--- src/rtl/cnn_mem_lane_reader_if.sv ---
// cnn_mem_lane_reader_if
//   Bundles the RAM Avalon read port and the 16-bit lane stream of the
//   lane reader.
//   master : the lane reader (drives RAM address/strobe and the stream).
//   slave  : the environment (RAM returns read data, sink drives st_ready).
//   Signals:
//     mem_address, mem_chipselect, mem_write, mem_byteenable, mem_clken
//     mem_readdata  RAM data, valid the cycle after a chipselect cycle
//     st_data, st_valid, st_last  lane stream toward the MAC datapath
//     st_ready      downstream accept
interface cnn_mem_lane_reader_if #(
  parameter int ADDR_W = 12
);
  logic [ADDR_W-1:0] mem_address;
  logic              mem_chipselect;
  logic              mem_write;
  logic [7:0]        mem_byteenable;
  logic              mem_clken;
  logic [63:0]       mem_readdata;
  logic [15:0]       st_data;
  logic              st_valid;
  logic              st_ready;
  logic              st_last;

  modport master (
    output mem_address, mem_chipselect, mem_write, mem_byteenable, mem_clken,
    input  mem_readdata,
    output st_data, st_valid, st_last,
    input  st_ready
  );

  modport slave (
    input  mem_address, mem_chipselect, mem_write, mem_byteenable, mem_clken,
    output mem_readdata,
    input  st_data, st_valid, st_last,
    output st_ready
  );
endinterface

--- src/rtl/cnn_mem_lane_reader.sv ---
// cnn_mem_lane_reader
//   On a start command, sweeps num_words consecutive 64-bit RAM words from
//   base_addr (address wraps modulo 2^ADDR_W), buffers each returned word in
//   a small FIFO and emits it as four 16-bit lanes, low lane first.
//   Ports:
//     clk, reset_n         clock, asynchronous active-low reset
//     start                command strobe, only sampled in IDLE
//     base_addr, num_words command parameters, latched on an accepted start
//     busy                 high while a command is being fetched/drained
//     done                 one-cycle pulse at the end of a command
//     bus (master)         RAM read port and lane stream
module cnn_mem_lane_reader #(
  parameter int ADDR_W     = 12,
  parameter int FIFO_DEPTH = 4
) (
  input  logic                  clk,
  input  logic                  reset_n,
  input  logic                  start,
  input  logic [ADDR_W-1:0]     base_addr,
  input  logic [ADDR_W:0]       num_words,
  output logic                  busy,
  output logic                  done,
  cnn_mem_lane_reader_if.master bus
);

  localparam int PW = (FIFO_DEPTH > 1) ? $clog2(FIFO_DEPTH) : 1;
  localparam int CW = $clog2(FIFO_DEPTH) + 1;

  localparam logic [1:0] S_IDLE  = 2'd0;
  localparam logic [1:0] S_FETCH = 2'd1;
  localparam logic [1:0] S_DRAIN = 2'd2;
  localparam logic [1:0] S_DONE  = 2'd3;

  logic [1:0]        state;
  logic [ADDR_W:0]   issue_left;   // reads not yet issued
  logic [ADDR_W:0]   pop_left;     // words not yet fully emitted
  logic [ADDR_W-1:0] addr_q;
  logic              cs_q;
  logic              rd_pending;   // read issued last cycle, data arrives now
  logic              done_q;

  logic [63:0]       fifo_mem [FIFO_DEPTH];
  logic [PW-1:0]     wr_ptr;
  logic [PW-1:0]     rd_ptr;
  logic [CW-1:0]     count;
  logic [1:0]        lane_idx;

  logic [63:0]       head;
  logic [15:0]       lane;
  logic              valid;
  logic              last;
  logic              hs;
  logic              push;
  logic              pop;
  logic [CW:0]       occ;
  logic              room;
  logic              issue_ok;

  assign bus.mem_write      = 1'b0;
  assign bus.mem_byteenable = 8'hFF;
  assign bus.mem_clken      = 1'b1;
  assign bus.mem_address    = addr_q;
  assign bus.mem_chipselect = cs_q;

  assign busy = (state == S_FETCH) || (state == S_DRAIN);
  assign done = done_q;

  assign head  = fifo_mem[rd_ptr];
  assign valid = (count != '0);
  assign hs    = valid && bus.st_ready;
  assign push  = rd_pending;
  assign pop   = hs && (lane_idx == 2'd3);
  assign last  = valid && (lane_idx == 2'd3) && (pop_left == (ADDR_W+1)'(1));

  always_comb begin
    lane = '0;
    case (lane_idx)
      2'd0:    lane = head[15:0];
      2'd1:    lane = head[31:16];
      2'd2:    lane = head[47:32];
      default: lane = head[63:48];
    endcase
  end

  // Data is gated so an empty FIFO presents zero rather than stale storage.
  assign bus.st_data  = valid ? lane : '0;
  assign bus.st_valid = valid;
  assign bus.st_last  = last;

  // Words buffered, in the RAM pipeline, and being issued this cycle all
  // reserve a FIFO slot, so a returning word always has room.
  assign occ      = (CW+1)'(count) + (CW+1)'(rd_pending) + (CW+1)'(cs_q);
  assign room     = occ < (CW+1)'(FIFO_DEPTH);
  assign issue_ok = (state == S_FETCH) && (issue_left != '0) && room;

  always_ff @(posedge clk or negedge reset_n) begin
    if (!reset_n) begin
      state      <= S_IDLE;
      issue_left <= '0;
      pop_left   <= '0;
      addr_q     <= '0;
      cs_q       <= 1'b0;
      rd_pending <= 1'b0;
      done_q     <= 1'b0;
      wr_ptr     <= '0;
      rd_ptr     <= '0;
      count      <= '0;
      lane_idx   <= '0;
    end else begin
      done_q     <= 1'b0;
      cs_q       <= 1'b0;
      rd_pending <= cs_q;

      case (state)
        S_IDLE: begin
          if (start) begin
            pop_left <= num_words;
            if (num_words == '0) begin
              done_q <= 1'b1;
              state  <= S_DONE;
            end else begin
              // First read goes out directly from IDLE to meet the two-cycle
              // start-to-first-lane latency.
              cs_q       <= 1'b1;
              addr_q     <= base_addr;
              issue_left <= num_words - (ADDR_W+1)'(1);
              state      <= (num_words == (ADDR_W+1)'(1)) ? S_DRAIN : S_FETCH;
            end
          end
        end
        S_FETCH: begin
          if (issue_ok) begin
            cs_q       <= 1'b1;
            addr_q     <= addr_q + ADDR_W'(1);
            issue_left <= issue_left - (ADDR_W+1)'(1);
            if (issue_left == (ADDR_W+1)'(1)) state <= S_DRAIN;
          end
        end
        S_DRAIN: begin
          if (hs && last) begin
            done_q <= 1'b1;
            state  <= S_DONE;
          end
        end
        default: state <= S_IDLE;
      endcase

      if (hs) lane_idx <= lane_idx + 2'd1;
      if (pop) begin
        rd_ptr   <= rd_ptr + PW'(1);
        pop_left <= pop_left - (ADDR_W+1)'(1);
      end
      if (push) wr_ptr <= wr_ptr + PW'(1);
      count <= count + CW'(push) - CW'(pop);
    end
  end

  // Storage needs no reset: contents are only visible while count != 0.
  always_ff @(posedge clk) begin
    if (push) fifo_mem[wr_ptr] <= bus.mem_readdata;
  end

endmodule

--- src/flat_wrapper.sv ---
// flat-port wrapper written by rule: the top's interface ports become plain ports
module cnn_mem_lane_reader_flat 
#(
  parameter int ADDR_W     = 12,
  parameter int FIFO_DEPTH = 4
)
  (clk, reset_n, start, base_addr, num_words, busy, done, bus_mem_address, bus_mem_chipselect, bus_mem_write, bus_mem_byteenable, bus_mem_clken, bus_mem_readdata, bus_st_data, bus_st_valid, bus_st_last, bus_st_ready);
  cnn_mem_lane_reader_if #(.ADDR_W(ADDR_W)) bus_i ();
  input  logic clk;
  input  logic reset_n;
  input  logic start;
  input  logic [ADDR_W-1:0] base_addr;
  input  logic [ADDR_W:0] num_words;
  output logic busy;
  output logic done;
  output wire logic [$bits(bus_i.mem_address)-1:0] bus_mem_address;
  output wire logic [$bits(bus_i.mem_chipselect)-1:0] bus_mem_chipselect;
  output wire logic [$bits(bus_i.mem_write)-1:0] bus_mem_write;
  output wire logic [$bits(bus_i.mem_byteenable)-1:0] bus_mem_byteenable;
  output wire logic [$bits(bus_i.mem_clken)-1:0] bus_mem_clken;
  input wire logic [$bits(bus_i.mem_readdata)-1:0] bus_mem_readdata;
  output wire logic [$bits(bus_i.st_data)-1:0] bus_st_data;
  output wire logic [$bits(bus_i.st_valid)-1:0] bus_st_valid;
  output wire logic [$bits(bus_i.st_last)-1:0] bus_st_last;
  input wire logic [$bits(bus_i.st_ready)-1:0] bus_st_ready;
  assign bus_mem_address = bus_i.mem_address;
  assign bus_mem_chipselect = bus_i.mem_chipselect;
  assign bus_mem_write = bus_i.mem_write;
  assign bus_mem_byteenable = bus_i.mem_byteenable;
  assign bus_mem_clken = bus_i.mem_clken;
  assign bus_i.mem_readdata = bus_mem_readdata;
  assign bus_st_data = bus_i.st_data;
  assign bus_st_valid = bus_i.st_valid;
  assign bus_st_last = bus_i.st_last;
  assign bus_i.st_ready = bus_st_ready;
  cnn_mem_lane_reader #(.ADDR_W(ADDR_W), .FIFO_DEPTH(FIFO_DEPTH)) u_core (.clk(clk), .reset_n(reset_n), .start(start), .base_addr(base_addr), .num_words(num_words), .busy(busy), .done(done), .bus(bus_i));
endmodule
--- config.mk ---
export PLATFORM = sky130hd
export DESIGN_NAME = cnn_mem_lane_reader_flat
export DESIGN_NICKNAME = d
export VERILOG_FILES = /design/src/rtl/cnn_mem_lane_reader_if.sv /design/src/rtl/cnn_mem_lane_reader.sv /design/src/flat_wrapper.sv
export SDC_FILE = /design/constraint.sdc
export NUM_CORES = 1
export LEC_CHECK = 0
export CORE_UTILIZATION = 30
export DETAILED_ROUTE_END_ITERATION = 10
export SLEW_MARGIN = 10
export SYNTH_ARGS = -nofsm -noshare
export SYNTH_HDL_FRONTEND = slang
export SYNTH_SLANG_ARGS = --single-unit
--- constraint.sdc ---
create_clock -name clk -period 3.75 [get_ports clk]
set_clock_uncertainty 0.15 [all_clocks]
set_input_delay 1.125 -clock clk [delete_from_list [all_inputs] [get_ports clk]]
set_output_delay 1.125 -clock clk [all_outputs]
set_load 0.05 [all_outputs]
==> impl_metrics.csv, run 1 <==
group,metric,value,unit
critical_path,cp.arrival,2.54,ns
layout,area_growth,26.6,%
clock_tree,worstSkewPairLatency,0.53,ns
routing,dr_total_vias,8415,
timing,setup_tns,-0.308,ns
global_route,grt_pass1_wl,50500,µm
layout,fillers,4090,
critical_path,cp.required,2.47,ns
synthesis,yosys_register_bits,308,
power_and_ir_drop,max-vdd-ir-drop,0.818,mV
global_route,track_usage,0.143,
clock_tree,cts_tree,"done",
critical_path,cp-start-kind,"flip-flop",
clock_tree,clk_pin_slew,0.06,ns
job,cap_violations,0,
floorplanning,row_count,77,
synthesis,synth_ff_type,"edfxtp_1",
placement,numPortBuffers,125,
routing,drt_iter0_markers,563,
layout,multi_input_area,4430,µm²
clock_tree,clock-root-buffer,"clkbuf_16",
floorplanning,pin_count,136,
timing,hold-worst-slack,0.280,ns
hold_path,min_path_cells,0,
critical_path,cp_slowest_cell,"dfrtp_4",
power_and_ir_drop,power,14.5,mW
outcome,status,"complete, but fails checks",
clock_tree,cts_hold_buf,0,
floorplanning,dieArea,46000,µm²
synthesis,yosysSeqAreaShare,0.663,
floorplanning,coreArea,44400,µm²
critical_path,r2r_start,"u_core.issue_left[0]$_DFFE_PN0P_",
critical_path,crit_path_start,"u_core.rd_ptr[0]$_DFFE_PN0P_",
floorplanning,start_util,0.305,
global_route,antenna_found_initial,4,
synthesis,synth_area,13600,µm²
global_route,grt_max_degree,65,
clock_tree,clock_sinks,308,
routing,ant_nets,0,
power_and_ir_drop,leakage,5.80,nW
critical_path,path_cells,"buf_8 > buf_12 > buf_6 > mux4_2 > a22oi_2 > a21oi_1 > a21oi_1 > nor2_2 > buf_6",
timing,timing.final.ws_setup,-0.0687,ns
synthesis,synth_top_area_frac,0.567,
routing,wl_per_cell,19.4,µm
hold_path,hp-start,"u_core.bus.mem_chipselect$_DFF_PN0_",
power_and_ir_drop,powerDensity,844,nW/µm²
floorplanning,die_x,215,µm
critical_path,rr_worst_depth,8,
synthesis,synth_cell_types,68,
timing,period_needed,3.82,ns
timing,fmax,262,MHz
hold_path,min_to,"u_core.push$_DFF_PN0_",
clock_tree,cts.path.max_buffers,3,
floorplanning,die_y,215,µm
placement,gp_congestion,0.851,
outcome,violations,"negative setup slack",
timing,finalCritPeriodShare,1.02,
layout,fin_area,17200,µm²
placement,hpwlAfterDp,21100,µm
routing,first_pass_iters,5,
clock_tree,cts_made_buffers,34,
synthesis,synthCells,883,
placement,dpl-instance-area,15800,µm²
timing,finalSetupViolations,10,
timing,slew_headroom,0.466,
timing,finalHoldViolCount,0,
layout,ff_latch_area,8990,µm²
synthesis,synth_warnings,0,
critical_path,r2r-end,"u_core.issue_left[5]$_DFFE_PN0P_",
layout,layout.nets,1178,
timing,rsz0062_at_grt,"yes",
synthesis,synth_edf_count,256,
synthesis,yosys-top-cells-count,"edfxtp_1, a21oi_1, mux4_2",
hold_path,hold_class,"flip-flop to flip-flop",
timing,tightest_slew,0.794,ns
timing,slew_viol_final,0,
critical_path,criticalPathCategory,"flip-flop to primary output",
global_route,grt_pass1_vias,8700,
critical_path,reg2reg_slack,0.71,ns
synthesis,synth_area_leaders,"edfxtp_1, mux4_2, dfrtp_1, a21oi_1, ha_1",
routing,via_per_inst,5.03,
routing,drt-total-wl,32500,µm
critical_path,cpPeakStageDelay,0.50,ns
critical_path,cp-end-kind,"primary output",
clock_tree,cts_max_level,2,
placement,dpl_worst_slack,0.166,ns
layout,drive_above_1_share,0.231,
synthesis,synth.largest_area_cell,"edfxtp_1",
routing,drc,0,
synthesis,synth.avg_cell_area,15.4,µm²
global_route,grt-ovfl-total,0,
synthesis,yosysMostFrequentCell,"edfxtp_1",
synthesis,synth-async-reset-ratio,0.169,
critical_path,crit_fanout,6,
critical path: cells and delay by family, from the launching register on:
kind	cells	cell delay, ns
buffers and inverters	4	0.56
DFF	1	0.50
and+or+nand+nor	1	0.08
muxes	1	0.42
AOI/OAI and AO/OA	3	0.45
layout by cell type, fill, tap and decap left out, types with 14 or more instances in the layout:
| master | n |
|---|---|
| dfrtp_1 | 49 |
| mux4_2 | 64 |
| nor3_1 | 14 |
| a21oi_1 | 55 |
| a211oi_1 | 17 |
| ha_1 | 21 |
| edfxtp_1 | 256 |
| nor2_1 | 41 |
| clkdlybuf4s50_1 | 107 |
| nand3_1 | 15 |
| buf_4 | 45 |
| clkbuf_16 | 35 |
| buf_6 | 18 |
| clkbuf_1 | 14 |
| inv_1 | 21 |
| nand2_1 | 60 |
cell families (layout without fill, tap and decap cells):
logic type      Yosys count  count (layout)  share of synthesized area
xor+xnor                 14              14                    0.00905
simple gates            210             210                     0.0795
mux                      71              71                      0.112
flops                   308             308                      0.663
compound gates          177             177                     0.0872
fa+ha+maj                25              25                     0.0236
other cells               2              11                   0.000554
buf+inv                  76             266                     0.0251
stage by stage:
step,util,cells
after CTS,0.384,1670
final,0.386,1674
after global routing,0.386,1673
after floorplan,-,891
after detailed placement,0.355,1602
after global placement,0.355,1602
sequential cells by signal, summed over array words and instances, names as in the netlist:
name and count:
u_core.rd_ptr 2, u_core.issue_left 13, u_core.done 1, u_core.pop_left 13
u_core.wr_ptr 2, u_core.fifo_mem 256, u_core.count 3, u_core.state 2
u_core.lane_idx 2, u_core.bus.mem_address 12, u_core.bus.mem_chipselect 1, u_core.push 1
per-layer routing:
layer  up-vias  GRT usage  routed length, µm
li1       3850          -                  -
met1      4225      0.178              13600
met2       277      0.233              15700
met3        57     0.0423               2370
met4         6     0.0548                772
met5         -          0                 41
report_power, final:
group	internal [mW]	switching (mW)	total, mW
Clock	1.69	1.31	3.00
Sequential	4.48	0.472	4.95
Combinational	2.74	3.79	6.52
Total	8.90	5.57	14.5
cell type report:
type                       count  area share
sequential                   308       0.524
multi-input combinational    507       0.258
timing repair buffer         188       0.113
clock buffer                  48      0.0526
tap                          592      0.0432
inverter                      21     0.00459
clock inverter                 9     0.00394
antenna                        1    0.000146
how the worst max path moves through the flow:
stage	endpoint	slack, ns
after floorplan	bus_st_data[10]	0.28
after global placement	bus_st_data[8]	0.17
final	bus_st_data[15]	-0.07
after global routing	bus_st_data[15]	-0.14
after CTS	bus_st_data[15]	-0.11
after detailed placement	bus_st_data[8]	0.17
repair_timing:
action / in CTS / in global routing
setup endpoints to repair: 17 / 16
pin swaps: 14 / 12
resized for setup: 46 / 21
setup buffers: 10 / 3
cloned: 1 / 1
(Power assumes the default switching activity.)
==> run 2, diff against run 1 <==
--- a/config.mk
+++ b/config.mk
@@ -6,7 +6,9 @@
 export NUM_CORES = 1
 export LEC_CHECK = 0
 export CORE_UTILIZATION = 30
+export CTS_CLUSTER_DIAMETER = 50
 export DETAILED_ROUTE_END_ITERATION = 10
+export HOLD_SLACK_MARGIN = 0.06
 export SLEW_MARGIN = 10
 export SYNTH_ARGS = -nofsm -noshare
 export SYNTH_HDL_FRONTEND = slang
==> run 2 against run 1 <==
Compared with the run above:
- the flow still finishes with violations (negative setup slack)
- power up 4.4%
- non-clock buffer count unchanged
- largest cell class unchanged
- largest power group unchanged
- final area increased by 1.7%
==> impl_metrics.csv, run 2 (synthesis results as in run 1) <==
group,metric,value,unit
outcome,status,"complete, but fails checks",
outcome,violations,"negative setup slack",
power_and_ir_drop,power,15.1,mW
timing,fmax,261,MHz
timing,finalSetupViolations,14,
routing,dr_total_vias,8363,
placement,dp_cells,1602,
global_route,track_usage,0.143,
placement,dpl-instance-area,15800,µm²
power_and_ir_drop,leakage,5.94,nW
floorplanning,die_x,215,µm
layout,final_util,0.393,
layout,largest_reg_flops,256,
clock_tree,clock_sinks,308,
critical_path,cp-start-kind,"flip-flop",
timing,setup_tns,-0.506,ns
floorplanning,pin_count,136,
layout,area_growth,28.8,%
clock_tree,cts_made_buffers,37,
timing,hold-worst-slack,0.291,ns
routing,ant_nets,0,
timing,period_needed,3.83,ns
critical_path,cp.arrival,2.56,ns
job,cap_violations,0,
layout,layout.nets,1181,
critical_path,crit_family,"compound AO/OA/AOI/OAI gates",
global_route,grt_pass1_wl,50700,µm
critical_path,path_cells,"buf_12 > buf_12 > mux4_2 > a22oi_2 > a21oi_2 > a21oi_2 > nor2_1 > buf_6",
critical_path,reg2reg_slack,0.74,ns
layout,final_cell_mix,"edfxtp_1, clkdlybuf4s50_1, mux4_2, nand2_1, a21oi_1",
timing,tightest_slew,0.839,ns
clock_tree,cts.path.max_buffers,3,
floorplanning,dieArea,46000,µm²
critical_path,cp_slowest_cell,"mux4_2",
timing,finalCritPeriodShare,1.02,
placement,numPortBuffers,125,
clock_tree,cts_hold_buf,0,
timing,timing.final.ws_setup,-0.0843,ns
floorplanning,coreArea,44400,µm²
critical_path,criticalPathCategory,"flip-flop to primary output",
layout,top_register,"u_core.fifo_mem",
power_and_ir_drop,powerDensity,866,nW/µm²
routing,wl_per_cell,19.3,µm
routing,drc,0,
critical_path,cpPeakStageDelay,0.50,ns
global_route,grt-ovfl-total,0,
clock_tree,clock-root-buffer,"clkbuf_16",
hold_path,hp-start,"u_core.bus.mem_chipselect$_DFF_PN0_",
timing,slew_headroom,0.435,
clock_tree,cts_max_level,2,
critical_path,r2r-end,"u_core.issue_left[5]$_DFFE_PN0P_",
timing,rsz0062_at_grt,"yes",
hold_path,min_to,"u_core.push$_DFF_PN0_",
layout,reg_top3,"u_core.fifo_mem x256, u_core.issue_left x13, u_core.pop_left x13",
layout,drive_above_1_share,0.246,
routing,drt-total-wl,32400,µm
placement,dpl_worst_slack,0.166,ns
routing,first_pass_iters,5,
clock_tree,worstSkewPairLatency,0.53,ns
hold_path,min_path_cells,0,
floorplanning,row_count,77,
hold_path,hold_class,"flip-flop to flip-flop",
placement,gp_congestion,0.851,
global_route,grt_pass1_vias,8711,
critical_path,worst-path-buf-inv,3,
clock_tree,cts_tree,"done",
critical_path,rr_worst_depth,8,
clock_tree,clk_pin_slew,0.06,ns
power_and_ir_drop,max-vdd-ir-drop,1.06,mV
global_route,grt_max_degree,65,
placement,hpwlAfterDp,21100,µm
critical_path,cp-end-kind,"primary output",
layout,fin_area,17500,µm²
floorplanning,start_util,0.305,
routing,via_per_inst,4.98,
routing,drt_iter0_markers,556,
timing,slew_viol_final,0,
timing,finalHoldViolCount,0,
global_route,antenna_found_initial,5,
critical_path,crit_fanout,6,
layout,instances_no_fill,1681,
layout,final_common_cell,"edfxtp_1",
critical_path,r2r_start,"u_core.issue_left[0]$_DFFE_PN0P_",
floorplanning,die_y,215,µm
critical_path,cp.required,2.47,ns
## run 2: power by group
part	switching, mW	leakage (nW)	total (mW)	internal (mW)
sequential	0.473	2.95	4.95	4.48
combinational	3.79	2.40	6.56	2.78
clock	1.39	0.594	3.60	2.21
## run 2: timing repair
action                                  CTS  global route
gates resized for setup                  29            43
setup buffers                             9             3
endpoints found under the setup margin   17            16
gates cloned                              1             1
pin swaps                                 7            16
## run 2: layer usage
layer  track usage  vias up  part of all wire
li1              -     3861                 -
met1         0.176     4182              0.42
met2         0.236      252              0.48
met3        0.0478       62             0.070
met4        0.0464        6             0.023
met5             0        -            0.0013
## run 2: how the worst max path moves through the flow
stage                                       startpoint               to  slack, ns  cells past startpoint
after floorplan           u_core.rd_ptr[1]$_DFFE_PN0P_  bus_st_data[10]       0.28                      6
after global placement    u_core.rd_ptr[0]$_DFFE_PN0P_   bus_st_data[8]       0.17                      7
after detailed placement  u_core.rd_ptr[0]$_DFFE_PN0P_   bus_st_data[8]       0.17                      7
after CTS                 u_core.rd_ptr[0]$_DFFE_PN0P_   bus_st_data[6]      -0.12                      8
after global routing      u_core.rd_ptr[0]$_DFFE_PN0P_   bus_st_data[8]      -0.15                      8
final                     u_core.rd_ptr[0]$_DFFE_PN0P_   bus_st_data[8]      -0.08                      8
## run 2: cell type report
class,count,area [µm²]
diodes,2,5.00
clock buffers,45,977
clock inverters,18,245
fillers,4067,27000
inverters,21,78.8
multi-input cells,507,4450
flip-flops and latches,308,8990
well taps,592,741
repair buffers,188,1970
## run 2: worst register-to-register path, cell delays in order (launching register included)
cell	delay [ns]
dfrtp_1	0.40
inv_1	0.09
ha_1	0.24
or3b_1	0.48
nor4_2	0.49
or3_1	0.47
buf_4	0.24
a21oi_2	0.13
a211oi_1	0.23
